**config.mk**
```make
export PLATFORM = sky130hd
export DESIGN_NAME = spi_arbiter
export DESIGN_NICKNAME = d
export VERILOG_FILES = /design/src/rtl/spi_arb_pkg.sv /design/src/rtl/spi_rr_pick.sv /design/src/rtl/spi_arbiter.sv
export SDC_FILE = /design/constraint.sdc
export NUM_CORES = 1
export LEC_CHECK = 0
export ABC_CLOCK_PERIOD_IN_PS = 8830
export BUFFER_PORTS_ARGS = -buffer_cell sky130_fd_sc_hd__buf_2
export CAP_MARGIN = 20
export CORE_ASPECT_RATIO = 1.4
export CORE_MARGIN = 3
export CORE_UTILIZATION = 51
export DETAILED_ROUTE_END_ITERATION = 12
export PLACE_DENSITY_LB_ADDON = 0.15
export SLEW_MARGIN = 20
export SYNTH_ARGS = -nofsm -noshare
export SYNTH_HDL_FRONTEND = slang
export SYNTH_SLANG_ARGS = --single-unit
```
**constraint.sdc**
```tcl
create_clock -name clk -period 8.83 [get_ports clk]
set_input_delay 0.883 -clock clk [delete_from_list [all_inputs] [get_ports clk]]
set_output_delay 0.883 -clock clk [all_outputs]
set_load 0.02 [all_outputs]
```
**src/rtl/spi_arb_pkg.sv**
```systemverilog
// Shared types and constants for the SPI master arbiter.
package spi_arb_pkg;
  typedef enum logic [1:0] {S_IDLE, S_LAUNCH, S_WAIT, S_GAP} arb_state_e;
  localparam int DIV_WIDTH = 16;
  localparam logic [DIV_WIDTH-1:0] CLK_DIV_RST = 16'd1;
endpackage

```
**src/rtl/spi_rr_pick.sv**
```systemverilog
// Combinational round-robin picker: first requester after ptr_i, wrapping.
module spi_rr_pick #(
  parameter int NUM_REQ = 4,
  localparam int IW = $clog2(NUM_REQ)
) (
  input  logic [NUM_REQ-1:0] req_i,
  input  logic [IW-1:0]      ptr_i,
  output logic [NUM_REQ-1:0] gnt_o,
  output logic [IW-1:0]      idx_o,
  output logic               vld_o
);
  always_comb begin
    gnt_o = '0;
    idx_o = '0;
    vld_o = 1'b0;
    for (int k = 1; k <= NUM_REQ; k++) begin
      logic [IW-1:0] j;
      j = IW'((int'(ptr_i) + k) % NUM_REQ);
      if (!vld_o && req_i[j]) begin
        vld_o    = 1'b1;
        gnt_o[j] = 1'b1;
        idx_o    = j;
      end
    end
  end
endmodule

```
**src/rtl/spi_arbiter.sv**
```systemverilog
// Round-robin arbiter sharing one spi_master among NUM_REQ requesters.
// Optional WAIT watchdog enabled by defining SPI_ARB_TIMEOUT_EN.
module spi_arbiter
  import spi_arb_pkg::*;
#(
  parameter int NUM_REQ        = 4,
  parameter int DATA_WIDTH     = 8,
  parameter int GAP_CYCLES     = 2,
  parameter int TIMEOUT_CYCLES = 65535
) (
  input  logic                                 clk,
  input  logic                                 rst_n,
  input  logic [NUM_REQ-1:0]                   req_i,
  input  logic [NUM_REQ-1:0][DATA_WIDTH-1:0]   req_tx_i,
  input  logic [NUM_REQ-1:0]                   req_cpol_i,
  input  logic [NUM_REQ-1:0]                   req_cpha_i,
  input  logic [NUM_REQ-1:0][DIV_WIDTH-1:0]    req_clk_div_i,
  output logic [NUM_REQ-1:0]                   gnt_o,
  output logic [NUM_REQ-1:0]                   ack_o,
  output logic                                 err_o,
  output logic [DATA_WIDTH-1:0]                rx_data_o,
  output logic [NUM_REQ-1:0]                   cs_sel_o,
  output logic                                 m_start_o,
  output logic [DATA_WIDTH-1:0]                m_tx_byte_o,
  output logic                                 m_cpol_o,
  output logic                                 m_cpha_o,
  output logic [DIV_WIDTH-1:0]                 m_clk_div_o,
  input  logic                                 m_busy_i,
  input  logic                                 m_done_i,
  input  logic [DATA_WIDTH-1:0]                m_rx_byte_i
);
  localparam int IW = $clog2(NUM_REQ);
  localparam int GW = (GAP_CYCLES > 1) ? $clog2(GAP_CYCLES) : 1;

  arb_state_e                state_q, state_d;
  logic [IW-1:0]             ptr_q, ptr_d;
  logic [NUM_REQ-1:0]        gnt_q, gnt_d, ack_q, ack_d;
  logic [DATA_WIDTH-1:0]     rx_q, rx_d, mtx_q, mtx_d;
  logic                      mpol_q, mpol_d, mpha_q, mpha_d;
  logic [DIV_WIDTH-1:0]      mdiv_q, mdiv_d;
  logic [GW-1:0]             gap_q, gap_d;
  logic [NUM_REQ-1:0]        pick_gnt;
  logic [IW-1:0]             pick_idx;
  logic                      pick_vld;

  spi_rr_pick #(.NUM_REQ(NUM_REQ)) u_pick (
    .req_i (req_i),
    .ptr_i (ptr_q),
    .gnt_o (pick_gnt),
    .idx_o (pick_idx),
    .vld_o (pick_vld)
  );

`ifdef SPI_ARB_TIMEOUT_EN
  localparam int TW = (TIMEOUT_CYCLES > 1) ? $clog2(TIMEOUT_CYCLES) : 1;
  logic [TW-1:0] wd_q, wd_d;
  logic          err_q, err_d;
  assign err_o = err_q;
`else
  assign err_o = 1'b0;
`endif

  always_comb begin
    state_d = state_q;
    ptr_d   = ptr_q;
    gnt_d   = gnt_q;
    ack_d   = '0;
    rx_d    = rx_q;
    mtx_d   = mtx_q;
    mpol_d  = mpol_q;
    mpha_d  = mpha_q;
    mdiv_d  = mdiv_q;
    gap_d   = gap_q;
`ifdef SPI_ARB_TIMEOUT_EN
    wd_d    = wd_q;
    err_d   = 1'b0;
`endif
    unique case (state_q)
      S_IDLE: if (pick_vld && !m_busy_i) begin
        // Config is snapshotted here so later requester changes cannot leak in.
        gnt_d   = pick_gnt;
        ptr_d   = pick_idx;
        mtx_d   = req_tx_i[pick_idx];
        mpol_d  = req_cpol_i[pick_idx];
        mpha_d  = req_cpha_i[pick_idx];
        mdiv_d  = req_clk_div_i[pick_idx];
        state_d = S_LAUNCH;
      end
      S_LAUNCH: begin
        state_d = S_WAIT;
`ifdef SPI_ARB_TIMEOUT_EN
        wd_d    = '0;
`endif
      end
      S_WAIT: if (m_done_i) begin
        rx_d    = m_rx_byte_i;
        ack_d   = gnt_q;
        gnt_d   = '0;
        gap_d   = '0;
        state_d = (GAP_CYCLES == 0) ? S_IDLE : S_GAP;
      end
`ifdef SPI_ARB_TIMEOUT_EN
      else if (wd_q == TW'(TIMEOUT_CYCLES - 1)) begin
        ack_d   = gnt_q;
        err_d   = 1'b1;
        gnt_d   = '0;
        gap_d   = '0;
        state_d = (GAP_CYCLES == 0) ? S_IDLE : S_GAP;
      end else begin
        wd_d    = wd_q + 1'b1;
      end
`endif
      S_GAP: begin
        if (gap_q == GW'(GAP_CYCLES - 1)) state_d = S_IDLE;
        else gap_d = gap_q + 1'b1;
      end
      default: state_d = S_IDLE;
    endcase
  end

  always_ff @(posedge clk or negedge rst_n) begin
    if (!rst_n) begin
      state_q <= S_IDLE;
      ptr_q   <= IW'(NUM_REQ - 1);
      gnt_q   <= '0;
      ack_q   <= '0;
      rx_q    <= '0;
      mtx_q   <= '0;
      mpol_q  <= 1'b0;
      mpha_q  <= 1'b0;
      mdiv_q  <= CLK_DIV_RST;
      gap_q   <= '0;
`ifdef SPI_ARB_TIMEOUT_EN
      wd_q    <= '0;
      err_q   <= 1'b0;
`endif
    end else begin
      state_q <= state_d;
      ptr_q   <= ptr_d;
      gnt_q   <= gnt_d;
      ack_q   <= ack_d;
      rx_q    <= rx_d;
      mtx_q   <= mtx_d;
      mpol_q  <= mpol_d;
      mpha_q  <= mpha_d;
      mdiv_q  <= mdiv_d;
      gap_q   <= gap_d;
`ifdef SPI_ARB_TIMEOUT_EN
      wd_q    <= wd_d;
      err_q   <= err_d;
`endif
    end
  end

  assign gnt_o       = gnt_q;
  assign cs_sel_o    = gnt_q;
  assign ack_o       = ack_q;
  assign rx_data_o   = rx_q;
  assign m_start_o   = (state_q == S_LAUNCH);
  assign m_tx_byte_o = mtx_q;
  assign m_cpol_o    = mpol_q;
  assign m_cpha_o    = mpha_q;
  assign m_clk_div_o = mdiv_q;
endmodule

```
==> flow_summary.html, run 1 <==
<table>
<tr><th>Metric</th><th>Value</th></tr>
<tr><th colspan="2">Status</th></tr>
<tr><td>Run status</td><td>finished, final reports clean</td></tr>
<tr><th colspan="2">Cells and area</th></tr>
<tr><td>Post-Layout Cell Count</td><td>552</td></tr>
<tr><td>Nets</td><td>612</td></tr>
<tr><td>Layout area overhead</td><td>23.49%</td></tr>
<tr><td>Fraction of layout cells with a size suffix above 1</td><td>46.04%</td></tr>
<tr><td>Diode count</td><td>0</td></tr>
<tr><th colspan="2">Route</th></tr>
<tr><td>Post-DR vias/cell</td><td>5.991</td></tr>
<tr><td>WL/cell</td><td>18.82 um</td></tr>
<tr><td>Total DRC errors in the routed layout</td><td>0</td></tr>
<tr><td>Count of antenna-violating nets left after detailed routing</td><td>0</td></tr>
<tr><td>Number of DRC markers in iteration 0</td><td>184</td></tr>
<tr><td>Number of search-and-repair iterations in the first detailed-routing pass</td><td>4</td></tr>
<tr><td>Number of vias after detailed routing</td><td>3307</td></tr>
<tr><td>Routed wire length</td><td>10390 um</td></tr>
<tr><th colspan="2">GRT</th></tr>
<tr><td>Global-route usage over all layers</td><td>26.38%</td></tr>
<tr><td>Number of global-route vias before repair</td><td>3327</td></tr>
<tr><td>Wire length of the first global-routing pass</td><td>15880 um</td></tr>
<tr><td>Grt ovf</td><td>0</td></tr>
<tr><td>Antenna violations before repair</td><td>0</td></tr>
<tr><td>Maximum number of pins on one net before global-route repair</td><td>48</td></tr>
<tr><th colspan="2">Synthesis</th></tr>
<tr><td>Number of synthesized flops with an enable pin</td><td>0</td></tr>
<tr><td>Count of warnings emitted by yosys</td><td>0</td></tr>
<tr><td>Most used standard cell by instance count after synthesis</td><td>sky130_fd_sc_hd__dfrtp_1</td></tr>
<tr><td>Synth Area in Compound Gates</td><td>21.82%</td></tr>
<tr><td>Post-synth ARST share</td><td>100.0%</td></tr>
<tr><td>Primary FF master, synth</td><td>sky130_fd_sc_hd__dfrtp_1</td></tr>
<tr><td>Mapped Avg Cell Area</td><td>10.32 sq um</td></tr>
<tr><td>Multiplexer area fraction after synthesis</td><td>23.20%</td></tr>
<tr><td>Post-synthesis sequential element count</td><td>47</td></tr>
<tr><td>Syn nets</td><td>467</td></tr>
<tr><td>Ranking of synthesized cells by instance count</td><td>44 x sky130_fd_sc_hd__dfrtp_1, 35 x sky130_fd_sc_hd__nand2_1, 29 x sky130_fd_sc_hd__mux2i_1, 28 x sky130_fd_sc_hd__o21ai_0, 28 x sky130_fd_sc_hd__o22ai_1</td></tr>
<tr><td>Top cell type by total area after synthesis</td><td>sky130_fd_sc_hd__dfrtp_1</td></tr>
<tr><td>Synth area leaders</td><td>sky130_fd_sc_hd__dfrtp_1 32%, sky130_fd_sc_hd__mux2_2 8.5%, sky130_fd_sc_hd__mux2i_1 8.4%</td></tr>
<tr><td>Area fraction in and, or, nand and nor cells after synthesis</td><td>7.698%</td></tr>
<tr><td>Post-Syn Instances</td><td>334</td></tr>
<tr><td>Post-synth top area share</td><td>31.95%</td></tr>
<tr><td>Post-synth cell types</td><td>45</td></tr>
<tr><td>Post-Syn Area</td><td>0.003446 sq mm</td></tr>
<tr><td>Main combinational cell family by area after synthesis</td><td>multiplexers</td></tr>
<tr><td>Adder-cell share of the synthesized area</td><td>4.720%</td></tr>
<tr><td>Post-synthesis sequential area ratio</td><td>34.24%</td></tr>
<tr><td>Xor and xnor fraction of the mapped netlist area</td><td>0.2542%</td></tr>
<tr><th colspan="2">Timing</th></tr>
<tr><td>Maximum clock frequency</td><td>231.5 MHz</td></tr>
<tr><td>Max-slew violations</td><td>0</td></tr>
<tr><td>Unrepaired setup endpoints after global routing</td><td>no</td></tr>
<tr><td>Min Clock Period, post-route</td><td>4.320 ns</td></tr>
<tr><td>Final setup violation count</td><td>0</td></tr>
<tr><td>Final Hold Fails</td><td>0</td></tr>
<tr><td>Post-Route Skew</td><td>0.01009 ns</td></tr>
<tr><td>Transition time at the pin with the least slew margin</td><td>0.9324 ns</td></tr>
<tr><td>Slew HR</td><td>37.84%</td></tr>
<tr><td>Final period utilization</td><td>48.93%</td></tr>
<tr><td>Total negative slack</td><td>0 ns</td></tr>
<tr><th colspan="2">CTS</th></tr>
<tr><td>Max clock buf depth</td><td>2</td></tr>
<tr><td>CTS clock-pin slew for the worst setup and hold paths</td><td>0.09 ns</td></tr>
<tr><td>Post-cts gate resize count</td><td>0</td></tr>
<tr><td>Clock tree root buffer cell</td><td>sky130_fd_sc_hd__clkbuf_8</td></tr>
<tr><td>TritonCTS clock tree</td><td>done</td></tr>
<tr><td>Number of setup buffers added after CTS</td><td>0</td></tr>
<tr><td>CTS buffer count</td><td>5</td></tr>
<tr><td>Sinks on Clock Net</td><td>47</td></tr>
<tr><td>Number of buffers added to fix hold violations after cts</td><td>0</td></tr>
<tr><td>Max H-tree Level</td><td>2</td></tr>
<tr><td>Clock insertion delay at the later pin of the skew report</td><td>0.31 ns</td></tr>
<tr><th colspan="2">Setup path</th></tr>
<tr><td>Crit path max fanout</td><td>43</td></tr>
<tr><td>Worst path slowest cell</td><td>sky130_fd_sc_hd__dfstp_2</td></tr>
<tr><td>Critical R2R Launch</td><td>ptr_q[0]$_DFFE_PN1P_</td></tr>
<tr><td>Buffers &amp; Inverters on Critical Path</td><td>2</td></tr>
<tr><td>Type of the worst setup path</td><td>flip-flop to flip-flop</td></tr>
<tr><td>R2R Setup Slk</td><td>4.51 ns</td></tr>
<tr><td>Highest cell delay on the worst timing path</td><td>1.14 ns</td></tr>
<tr><td>Critical path cell sequence</td><td>inv_1 -&gt; ha_1 -&gt; mux4_2 -&gt; o21bai_1 -&gt; nand3_2 -&gt; o21ai_4 -&gt; buf_16 -&gt; mux2i_1 -&gt; o221ai_1</td></tr>
<tr><td>Stages on the worst setup path</td><td>9</td></tr>
<tr><td>Worst reg-to-reg path cell count</td><td>9</td></tr>
<tr><td>Element type at the critical path end</td><td>flip-flop</td></tr>
<tr><td>Family with the most delay on the worst path</td><td>flip-flops</td></tr>
<tr><td>Critical path arrival</td><td>4.48 ns</td></tr>
<tr><td>Required @ worst endpoint</td><td>8.99 ns</td></tr>
<tr><td>Worst Setup Start Kind</td><td>flip-flop</td></tr>
<tr><td>Worst r2r dst</td><td>m_cpha_o$_DFFE_PN0P_</td></tr>
<tr><th colspan="2">Min path</th></tr>
<tr><td>Terminating pin of the worst hold path</td><td>m_tx_byte_o[4]$_DFFE_PN0P_</td></tr>
<tr><td>Min-Delay Startpoint</td><td>m_tx_byte_o[4]$_DFFE_PN0P_</td></tr>
<tr><td>Number of stages on the worst hold path</td><td>2</td></tr>
<tr><td>Type of the most critical hold path</td><td>flip-flop to flip-flop</td></tr>
<tr><th colspan="2">Pwr</th></tr>
<tr><td>Worst IR drop on VDD</td><td>0.2023 mV</td></tr>
<tr><td>Areal power density over the cells</td><td>381.4 mW/mm^2</td></tr>
<tr><td>Design Power</td><td>0.001623 W</td></tr>
<tr><td>Leakage dissipation</td><td>2.140 nW</td></tr>
<tr><th colspan="2">Die</th></tr>
<tr><td>Total die area</td><td>0.007793 sq mm</td></tr>
<tr><td>Placement row count</td><td>34</td></tr>
<tr><td>Overall die height</td><td>103.3 um</td></tr>
<tr><td>Floorplan core area</td><td>0.006381 sq mm</td></tr>
<tr><td>Ports</td><td>168</td></tr>
<tr><td>Overall die width</td><td>75.47 um</td></tr>
<tr><td>Starting Density</td><td>54.00%</td></tr>
<tr><th colspan="2">Placement</th></tr>
<tr><td>Placed insts</td><td>543</td></tr>
<tr><td>Final estimated routing congestion in global placement</td><td>0.8460</td></tr>
<tr><td>Estimated wirelength of the detail-placed design</td><td>7383 um</td></tr>
<tr><td>Count of input and output buffers</td><td>166</td></tr>
<tr><th colspan="2">Flow run</th></tr>
<tr><td>Maximum Capacitance Violations</td><td>0</td></tr>
</table>
## power breakdown
group	internal [W]	switching, W
combinational	0.000469	0.000605
sequential	0.000319	0.0000956
clock	0.0000556	0.0000786
total	0.000843	0.000779
## how the worst max path moves through the flow
| stage | start | end |
|---|---|---|
| after floorplan | ptr_q[0]$_DFFE_PN1P_ | m_clk_div_o[6]$_DFFE_PN0P_ |
| after global placement | ptr_q[0]$_DFFE_PN1P_ | m_clk_div_o[9]$_DFFE_PN0P_ |
| after detailed placement | ptr_q[0]$_DFFE_PN1P_ | m_clk_div_o[2]$_DFFE_PN0P_ |
| after CTS | ptr_q[0]$_DFFE_PN1P_ | m_cpol_o$_DFFE_PN0P_ |
| after global routing | ptr_q[0]$_DFFE_PN1P_ | m_clk_div_o[3]$_DFFE_PN0P_ |
| final | ptr_q[0]$_DFFE_PN1P_ | m_cpha_o$_DFFE_PN0P_ |
## tightest hold or removal path, cell delays in order, from the launching register on
cell and delay, ns:
sky130_fd_sc_hd__dfrtp_1 0.35, sky130_fd_sc_hd__nand2_1 0.05, sky130_fd_sc_hd__o221ai_1 0.06
## placed cells by master (no fill, tap or decap), types with 5 or more instances in the layout
| cell type | synthesis | layout |
|---|---|---|
| sky130_fd_sc_hd__o21ai_0 | 28 | 28 |
| sky130_fd_sc_hd__clkbuf_8 | 0 | 5 |
| sky130_fd_sc_hd__mux2_1 | 10 | 10 |
| sky130_fd_sc_hd__mux2_2 | 26 | 26 |
| sky130_fd_sc_hd__buf_2 | 5 | 165 |
| sky130_fd_sc_hd__inv_1 | 8 | 8 |
| sky130_fd_sc_hd__dfrtp_1 | 44 | 44 |
| sky130_fd_sc_hd__a21oi_1 | 7 | 7 |
| sky130_fd_sc_hd__o22ai_1 | 28 | 28 |
| sky130_fd_sc_hd__nand2_1 | 35 | 34 |
| sky130_fd_sc_hd__o221ai_1 | 25 | 25 |
| sky130_fd_sc_hd__mux2i_1 | 29 | 29 |
| sky130_fd_sc_hd__nor2_1 | 7 | 6 |
| sky130_fd_sc_hd__ha_1 | 13 | 13 |
## metrics by stage
| step | utilization (%) | instance area, sq um | worst slack [ns] | hold WS, ns |
|---|---|---|---|---|
| after global placement | 64.76 | 4133 | 4.635 | 0.4660 |
| after global routing | 66.69 | 4255 | 4.252 | 0.5110 |
| after detailed placement | 64.84 | 4138 | 4.520 | 0.4693 |
| final | 66.69 | 4255 | 4.510 | 0.4934 |
| after floorplan | - | 3446 | 6.009 | 0.5092 |
| after CTS | 66.18 | 4223 | 4.518 | 0.4934 |
## layer usage
layer / wire, um / global-route usage, %
met2: 5272 / 46.37
met1: 4146 / 31.82
met3: 805 / 5.996
met5: 0 / 0
met4: 165 / 7.537
## layout make-up
type,count,area [sq um]
Tap cell,72,90.09
Timing Repair Buffer,167,860.8
Clock inverter,2,12.51
Clock buffer,6,72.57
Sequential cell,47,1180
Multi-Input combinational cell,250,2009
Fill cell,523,2126
Inverter,8,30.03
## cells by family (layout without fill, tap and decap cells)
group | count (synthesis) | after routing
multiplexers | 71 | 71
other | 1 | 1
adder cells (fa/ha/maj) | 13 | 13
XOR/XNOR | 1 | 1
AND/OR/NAND/NOR | 55 | 55
flip-flops | 47 | 47
buffers and inverters | 37 | 183
AO/OA/AOI/OAI | 109 | 109
## registers in the layout (all words and copies together) (netlist names)
name,count
m_clk_div_o,16
m_tx_byte_o,8
rx_data_o,8
ack_o,4
cs_sel_o,4
ptr_q,2
state_q,2
gap_q,1
m_cpha_o,1
m_cpol_o,1
(Power assumes the default switching activity.)
==> run 2, diff against run 1 <==
- ABC_CLOCK_PERIOD_IN_PS: 8830 -> 3800
- CORE_UTILIZATION: 51 -> 42
- clock period: 8.83 -> 3.8 ns (I/O delays scaled with it)
==> run 2 against run 1 <==
Sequential power increased by 120%. Hold slack worse by 0.33 ns. Flip-flop and latch count unchanged. Via count is 1.2% higher. Final area grew 2.8%. Non-clock buffer count increased by 9. Combinational power increased by 140%. Maximum frequency is 31% higher. Count of clock-buffer cells in the layout did not move. First-iteration DRC count shrank 31%. Utilization is 11 points lower. Setup slack lost 4.0 ns. Largest power group unchanged.
==> flow_summary.html, run 2 (synthesis results as in run 1) <==
<table>
<tr><th>Metric</th><th>Value</th></tr>
<tr><th colspan="2">Status</th></tr>
<tr><td>Run status</td><td>finished, final reports clean</td></tr>
<tr><th colspan="2">Cells and area</th></tr>
<tr><td>Nets</td><td>621</td></tr>
<tr><td>Most frequent cells in the layout</td><td>166 x sky130_fd_sc_hd__buf_2, 44 x sky130_fd_sc_hd__dfrtp_1, 35 x sky130_fd_sc_hd__nand2_1</td></tr>
<tr><td>Fraction of layout cells with a size suffix above 1</td><td>46.63%</td></tr>
<tr><td>Layout area overhead</td><td>26.98%</td></tr>
<tr><td>Most frequent standard cell in the layout excluding fill and tap cells</td><td>sky130_fd_sc_hd__buf_2</td></tr>
<tr><td>Diode count</td><td>0</td></tr>
<tr><td>Largest register FFs</td><td>16</td></tr>
<tr><td>Cell area after layout</td><td>0.004375 sq mm</td></tr>
<tr><th colspan="2">CTS</th></tr>
<tr><td>Post-cts gate resize count</td><td>0</td></tr>
<tr><td>Number of buffers added to fix hold violations after cts</td><td>0</td></tr>
<tr><td>Clock tree root buffer cell</td><td>sky130_fd_sc_hd__clkbuf_8</td></tr>
<tr><td>Max H-tree Level</td><td>2</td></tr>
<tr><td>Max clock buf depth</td><td>2</td></tr>
<tr><td>CTS clock-pin slew for the worst setup and hold paths</td><td>0.09 ns</td></tr>
<tr><td>CTS buffer count</td><td>5</td></tr>
<tr><td>Number of setup buffers added after CTS</td><td>0</td></tr>
<tr><td>Sinks on Clock Net</td><td>47</td></tr>
<tr><td>Clock insertion delay at the later pin of the skew report</td><td>0.31 ns</td></tr>
<tr><td>TritonCTS clock tree</td><td>done</td></tr>
<tr><th colspan="2">Route</th></tr>
<tr><td>Count of antenna-violating nets left after detailed routing</td><td>0</td></tr>
<tr><td>Total DRC errors in the routed layout</td><td>0</td></tr>
<tr><td>Number of DRC markers in iteration 0</td><td>127</td></tr>
<tr><td>Number of search-and-repair iterations in the first detailed-routing pass</td><td>4</td></tr>
<tr><td>Routed wire length</td><td>10450 um</td></tr>
<tr><td>Number of vias after detailed routing</td><td>3346</td></tr>
<tr><td>Post-DR vias/cell</td><td>5.681</td></tr>
<tr><td>WL/cell</td><td>17.75 um</td></tr>
<tr><th colspan="2">Min path</th></tr>
<tr><td>Type of the most critical hold path</td><td>input port to asynchronous set/reset pin</td></tr>
<tr><th colspan="2">Timing</th></tr>
<tr><td>Total negative slack</td><td>0 ns</td></tr>
<tr><td>Min Clock Period, post-route</td><td>3.305 ns</td></tr>
<tr><td>Post-Route Skew</td><td>0.007364 ns</td></tr>
<tr><td>Final Hold Fails</td><td>0</td></tr>
<tr><td>Slew HR</td><td>56.70%</td></tr>
<tr><td>Transition time at the pin with the least slew margin</td><td>0.6495 ns</td></tr>
<tr><td>Final period utilization</td><td>86.96%</td></tr>
<tr><td>Maximum clock frequency</td><td>302.6 MHz</td></tr>
<tr><td>Max-slew violations</td><td>0</td></tr>
<tr><td>Final setup violation count</td><td>0</td></tr>
<tr><td>Unrepaired setup endpoints after global routing</td><td>no</td></tr>
<tr><th colspan="2">Placement</th></tr>
<tr><td>Estimated wirelength of the detail-placed design</td><td>7668 um</td></tr>
<tr><td>Placed standard-cell area</td><td>0.004243 sq mm</td></tr>
<tr><td>Count of input and output buffers</td><td>166</td></tr>
<tr><td>Final estimated routing congestion in global placement</td><td>0.8521</td></tr>
<tr><th colspan="2">GRT</th></tr>
<tr><td>Grt ovf</td><td>0</td></tr>
<tr><td>Maximum number of pins on one net before global-route repair</td><td>48</td></tr>
<tr><td>Antenna violations before repair</td><td>0</td></tr>
<tr><td>Wire length of the first global-routing pass</td><td>16190 um</td></tr>
<tr><td>Number of global-route vias before repair</td><td>3260</td></tr>
<tr><td>Global-route usage over all layers</td><td>22.27%</td></tr>
<tr><th colspan="2">Setup path</th></tr>
<tr><td>R2R Setup Slk</td><td>0.50 ns</td></tr>
<tr><td>Element type at the critical path end</td><td>flip-flop</td></tr>
<tr><td>Critical path arrival</td><td>3.53 ns</td></tr>
<tr><td>Critical R2R Launch</td><td>ptr_q[0]$_DFFE_PN1P_</td></tr>
<tr><td>Worst reg-to-reg path cell count</td><td>8</td></tr>
<tr><td>Type of the worst setup path</td><td>flip-flop to flip-flop</td></tr>
<tr><td>Worst r2r dst</td><td>m_clk_div_o[14]$_DFFE_PN0P_</td></tr>
<tr><td>Worst Setup Start Kind</td><td>flip-flop</td></tr>
<tr><td>Crit path max fanout</td><td>18</td></tr>
<tr><td>Required @ worst endpoint</td><td>4.02 ns</td></tr>
<tr><th colspan="2">Die</th></tr>
<tr><td>Placement row count</td><td>38</td></tr>
<tr><td>Ports</td><td>168</td></tr>
<tr><td>Overall die height</td><td>113.2 um</td></tr>
<tr><td>Overall die width</td><td>82.55 um</td></tr>
<tr><td>Floorplan core area</td><td>0.007845 sq mm</td></tr>
<tr><td>Total die area</td><td>0.009343 sq mm</td></tr>
<tr><td>Starting Density</td><td>43.92%</td></tr>
<tr><th colspan="2">Pwr</th></tr>
<tr><td>Areal power density over the cells</td><td>892.0 mW/mm^2</td></tr>
<tr><td>Worst IR drop on VDD</td><td>0.4017 mV</td></tr>
<tr><td>Leakage dissipation</td><td>2.198 nW</td></tr>
<tr><th colspan="2">Flow run</th></tr>
<tr><td>Maximum Capacitance Violations</td><td>0</td></tr>
</table>
run 2: cell count changes in the layout (fill, tap and decap cells not counted), sizes merged:
cell / delta
clkinv: -1
clkinvlp: -1
bufinv: +2
buf: +9
run 2: worst max-delay path: stages (launching register included):
cell and delay [ns]:
sky130_fd_sc_hd__dfstp_2 0.79, sky130_fd_sc_hd__inv_1 0.24, sky130_fd_sc_hd__ha_1 0.49, sky130_fd_sc_hd__mux4_2 0.37, sky130_fd_sc_hd__o21bai_1 0.22, sky130_fd_sc_hd__a21o_1 0.53, sky130_fd_sc_hd__buf_4 0.29, sky130_fd_sc_hd__o22ai_1 0.09
sky130_fd_sc_hd__o221ai_1 0.18
run 2: per-layer routing:
| layer | up-vias | GRT usage [%] | wire length (um) |
|---|---|---|---|
| met5 | - | 0 | 0 |
| met4 | 0 | 6.434 | 167 |
| met3 | 18 | 5.653 | 901 |
| met2 | 148 | 37.90 | 5239 |
| met1 | 1595 | 27.30 | 4145 |
| li1 | 1585 | - | - |
run 2: worst max-delay path by stage:
stage | start | endpoint | slack (ns)
floorplan | ptr_q[0]$_DFFE_PN1P_ | m_clk_div_o[6]$_DFFE_PN0P_ | 0.98
global placement | ptr_q[0]$_DFFE_PN1P_ | m_tx_byte_o[4]$_DFFE_PN0P_ | 0.56
detailed placement | ptr_q[0]$_DFFE_PN1P_ | m_clk_div_o[8]$_DFFE_PN0P_ | 0.48
CTS | ptr_q[0]$_DFFE_PN1P_ | m_clk_div_o[14]$_DFFE_PN0P_ | 0.48
global route | ptr_q[0]$_DFFE_PN1P_ | m_clk_div_o[14]$_DFFE_PN0P_ | 0.28
finish | ptr_q[0]$_DFFE_PN1P_ | m_clk_div_o[14]$_DFFE_PN0P_ | 0.50
run 2: report_power, final:
part	switching, W	internal (W)
registers	0.000160	0.000740
clock network	0.000184	0.000263
logic	0.00146	0.00109
total	0.00181	0.00210
run 2: cell type report:
| class | instances | area (sq um) |
|---|---|---|
| flip-flops and latches | 47 | 1180 |
| clock buffers | 6 | 72.57 |
| clock inverters | 2 | 60.06 |
| repair buffers | 176 | 905.9 |
| well taps | 100 | 125.1 |
| multi-input cells | 250 | 2002 |
| fillers | 734 | 3470 |
| inverters | 8 | 30.03 |
run 2: per-stage QoR:
stage / util [%] / cells / hold WS (ns) / total power, W / worst slack, ns
finish: 55.77 / 589 / 0.1672 / 0.003903 / 0.4953
global route: 55.77 / 589 / 0.1950 / 0.004187 / 0.2773
CTS: 55.77 / 589 / 0.1810 / 0.003940 / 0.4793
detailed placement: 54.08 / 581 / 0.4693 / 0.003486 / 0.4849
global placement: 54.08 / 581 / 0.4655 / 0.003429 / 0.5635
floorplan: - / 334 / 0.08441 / 0.002970 / 0.9792
==> run 3, diff against run 2 <==
- CORE_UTILIZATION: 42 -> 43
- CTS_BUF_LIST: not set -> sky130_fd_sc_hd__clkbuf_8
- GPL_TIMING_DRIVEN: not set -> 0
- SLEW_MARGIN: 20 -> not set
==> run 3 against run 2 <==
Count of clock-buffer cells in the layout down 1. Flip-flop and latch count unchanged. Clock power down 14%. Routed wire length up 0.27%. First-iteration DRC count down 6.3%. Critical path type unchanged. Largest cell class unchanged.
==> flow_summary.html, run 3 (synthesis results as in run 1) <==
<table>
<tr><th>Metric</th><th>Value</th></tr>
<tr><th colspan="2">CTS</th></tr>
<tr><td>Post-cts gate resize count</td><td>0</td></tr>
<tr><td>Sinks on Clock Net</td><td>47</td></tr>
<tr><td>Number of setup buffers added after CTS</td><td>0</td></tr>
<tr><td>CTS buffer count</td><td>5</td></tr>
<tr><td>CTS clock-pin slew for the worst setup and hold paths</td><td>0.09 ns</td></tr>
<tr><td>TritonCTS clock tree</td><td>done</td></tr>
<tr><td>Clock insertion delay at the later pin of the skew report</td><td>0.30 ns</td></tr>
<tr><td>Max H-tree Level</td><td>2</td></tr>
<tr><td>Number of buffers added to fix hold violations after cts</td><td>0</td></tr>
<tr><td>Max clock buf depth</td><td>2</td></tr>
<tr><td>Clock tree root buffer cell</td><td>sky130_fd_sc_hd__clkbuf_8</td></tr>
<tr><th colspan="2">Timing</th></tr>
<tr><td>Maximum clock frequency</td><td>300.8 MHz</td></tr>
<tr><td>Max-slew violations</td><td>0</td></tr>
<tr><td>Final Hold Fails</td><td>0</td></tr>
<tr><td>Unrepaired setup endpoints after global routing</td><td>no</td></tr>
<tr><td>Total negative slack</td><td>0 ns</td></tr>
<tr><td>Final setup violation count</td><td>0</td></tr>
<tr><td>Min Clock Period, post-route</td><td>3.325 ns</td></tr>
<tr><td>Final period utilization</td><td>87.49%</td></tr>
<tr><td>Post-Route Skew</td><td>0.008783 ns</td></tr>
<tr><td>Transition time at the pin with the least slew margin</td><td>0.5695 ns</td></tr>
<tr><td>Slew HR</td><td>61.89%</td></tr>
<tr><th colspan="2">Die</th></tr>
<tr><td>Starting Density</td><td>44.46%</td></tr>
<tr><td>Ports</td><td>168</td></tr>
<tr><td>Total die area</td><td>0.009139 sq mm</td></tr>
<tr><td>Overall die width</td><td>81.66 um</td></tr>
<tr><td>Overall die height</td><td>111.9 um</td></tr>
<tr><td>Floorplan core area</td><td>0.007750 sq mm</td></tr>
<tr><td>Placement row count</td><td>38</td></tr>
<tr><th colspan="2">Pwr</th></tr>
<tr><td>Net Sw Power</td><td>0.001877 W</td></tr>
<tr><td>Worst IR drop on VDD</td><td>0.4068 mV</td></tr>
<tr><td>Areal power density over the cells</td><td>897.9 mW/mm^2</td></tr>
<tr><td>Net switching share of the total power</td><td>46.12%</td></tr>
<tr><td>Leakage dissipation</td><td>2.270 nW</td></tr>
<tr><td>Internal Pwr Total</td><td>0.002192 W</td></tr>
<tr><td>Power share of the sequential group</td><td>21.7%</td></tr>
<tr><td>Clock network power share</td><td>9.5%</td></tr>
<tr><td>Proportion of power drawn by combinational gates</td><td>68.9%</td></tr>
<tr><th colspan="2">Placement</th></tr>
<tr><td>Count of input and output buffers</td><td>165</td></tr>
<tr><td>Final estimated routing congestion in global placement</td><td>0.8556</td></tr>
<tr><td>Estimated wirelength of the detail-placed design</td><td>8013 um</td></tr>
<tr><td>Placed insts</td><td>599</td></tr>
<tr><th colspan="2">Cells and area</th></tr>
<tr><td>Most frequent standard cell in the layout excluding fill and tap cells</td><td>sky130_fd_sc_hd__buf_2</td></tr>
<tr><td>Diode count</td><td>0</td></tr>
<tr><td>Largest register FFs</td><td>16</td></tr>
<tr><td>Fraction of layout cells with a size suffix above 1</td><td>46.85%</td></tr>
<tr><td>Post-Layout Cell Count</td><td>608</td></tr>
<tr><td>Most frequent cells in the layout</td><td>170 x sky130_fd_sc_hd__buf_2, 44 x sky130_fd_sc_hd__dfrtp_1, 35 x sky130_fd_sc_hd__nand2_1</td></tr>
<tr><td>Nets</td><td>640</td></tr>
<tr><td>Layout area overhead</td><td>31.52%</td></tr>
<tr><td>Number of inserted filler cells in the final layout</td><td>706</td></tr>
<tr><th colspan="2">Setup path</th></tr>
<tr><td>Critical R2R Launch</td><td>ptr_q[0]$_DFFE_PN1P_</td></tr>
<tr><td>Crit path max fanout</td><td>10</td></tr>
<tr><td>Required @ worst endpoint</td><td>3.97 ns</td></tr>
<tr><td>Type of the worst setup path</td><td>flip-flop to flip-flop</td></tr>
<tr><td>Worst Setup Start Kind</td><td>flip-flop</td></tr>
<tr><td>Worst reg-to-reg path cell count</td><td>11</td></tr>
<tr><td>Element type at the critical path end</td><td>flip-flop</td></tr>
<tr><td>Critical path arrival</td><td>3.50 ns</td></tr>
<tr><td>R2R Setup Slk</td><td>0.48 ns</td></tr>
<tr><td>Worst r2r dst</td><td>m_tx_byte_o[4]$_DFFE_PN0P_</td></tr>
<tr><th colspan="2">Flow run</th></tr>
<tr><td>Maximum Capacitance Violations</td><td>0</td></tr>
<tr><th colspan="2">GRT</th></tr>
<tr><td>Antenna violations before repair</td><td>0</td></tr>
<tr><td>Global-route usage over all layers</td><td>22.43%</td></tr>
<tr><td>Number of global-route vias before repair</td><td>3332</td></tr>
<tr><td>Maximum number of pins on one net before global-route repair</td><td>48</td></tr>
<tr><td>Grt ovf</td><td>0</td></tr>
<tr><td>Wire length of the first global-routing pass</td><td>16130 um</td></tr>
<tr><th colspan="2">Status</th></tr>
<tr><td>Run status</td><td>finished, final reports clean</td></tr>
<tr><th colspan="2">Min path</th></tr>
<tr><td>Type of the most critical hold path</td><td>input port to asynchronous set/reset pin</td></tr>
<tr><th colspan="2">Route</th></tr>
<tr><td>Number of vias after detailed routing</td><td>3397</td></tr>
<tr><td>Post-DR vias/cell</td><td>5.587</td></tr>
<tr><td>Total DRC errors in the routed layout</td><td>0</td></tr>
<tr><td>Count of antenna-violating nets left after detailed routing</td><td>0</td></tr>
<tr><td>Number of search-and-repair iterations in the first detailed-routing pass</td><td>4</td></tr>
<tr><td>Number of DRC markers in iteration 0</td><td>119</td></tr>
<tr><td>Routed wire length</td><td>10480 um</td></tr>
<tr><td>WL/cell</td><td>17.24 um</td></tr>
</table>
## run 3: area by class of cell
| cell class | count | area [sq um] | share of cell area [%] |
|---|---|---|---|
| Clock buffer | 5 | 68.82 | 1.518 |
| Buffer | 29 | 244.0 | 5.384 |
| Clock inverter | 3 | 46.29 | 1.022 |
| Multi-Input combinational cell | 250 | 1992 | 43.95 |
| Tap cell | 100 | 125.1 | 2.761 |
| Sequential cell | 47 | 1180 | 26.04 |
| Timing Repair Buffer | 166 | 845.8 | 18.66 |
| Inverter | 8 | 30.03 | 0.6626 |
## run 3: power groups by stage
stage               clock network, W  logic (W)  registers (W)
CTS                         0.000397    0.00281       0.000884
global placement                   0    0.00275       0.000887
finish                      0.000385    0.00280       0.000882
detailed placement                 0    0.00281       0.000893
global route                0.000418    0.00303       0.000917
floorplan                          0    0.00185        0.00112
## run 3: layer usage
| metal | vias up | GRT usage [%] | wire [um] |
|---|---|---|---|
| li1 | 1616 | - | - |
| met3 | 15 | 3.236 | 818 |
| met2 | 147 | 40.48 | 5490 |
| met1 | 1619 | 26.66 | 3970 |
| met5 | - | 0 | 0 |
| met4 | 0 | 7.095 | 201 |
## run 3: how the worst max path moves through the flow
stage	from	slack [ns]	cells past startpoint	end
finish	ptr_q[0]$_DFFE_PN1P_	0.48	11	m_tx_byte_o[4]$_DFFE_PN0P_
global placement	ptr_q[0]$_DFFE_PN1P_	0.53	11	m_clk_div_o[14]$_DFFE_PN0P_
detailed placement	ptr_q[0]$_DFFE_PN1P_	0.47	11	m_clk_div_o[14]$_DFFE_PN0P_
floorplan	ptr_q[0]$_DFFE_PN1P_	0.98	11	m_clk_div_o[6]$_DFFE_PN0P_
CTS	ptr_q[0]$_DFFE_PN1P_	0.45	11	m_clk_div_o[14]$_DFFE_PN0P_
global route	ptr_q[0]$_DFFE_PN1P_	0.32	11	m_tx_byte_o[4]$_DFFE_PN0P_
## run 3: stage by stage
step / hold slack [ns] / utilization (%) / power [W] / setup WS (ns) / area, sq um
2_1_floorplan: 0.08441 / - / 0.002970 / 0.9792 / 3446
3_3_place_gp: 0.4674 / 56.73 / 0.003638 / 0.5317 / 4397
3_5_place_dp: 0.4708 / 56.73 / 0.003702 / 0.4696 / 4397
4_1_cts: 0.2847 / 58.22 / 0.004095 / 0.4461 / 4512
5_1_grt: 0.06590 / 58.48 / 0.004361 / 0.3224 / 4532
6_report: 0.05240 / 58.48 / 0.004069 / 0.4752 / 4532
## run 3: critical path: stages, from the launching register on
cell	delay (ns)
sky130_fd_sc_hd__dfstp_2	0.64
sky130_fd_sc_hd__buf_6	0.17
sky130_fd_sc_hd__inv_1	0.16
sky130_fd_sc_hd__ha_1	0.48
sky130_fd_sc_hd__mux4_2	0.37
sky130_fd_sc_hd__o21bai_1	0.24
sky130_fd_sc_hd__nand3_2	0.25
sky130_fd_sc_hd__o21ai_2	0.13
sky130_fd_sc_hd__buf_6	0.20
sky130_fd_sc_hd__buf_12	0.16
sky130_fd_sc_hd__mux2i_1	0.24
sky130_fd_sc_hd__o221ai_1	0.14
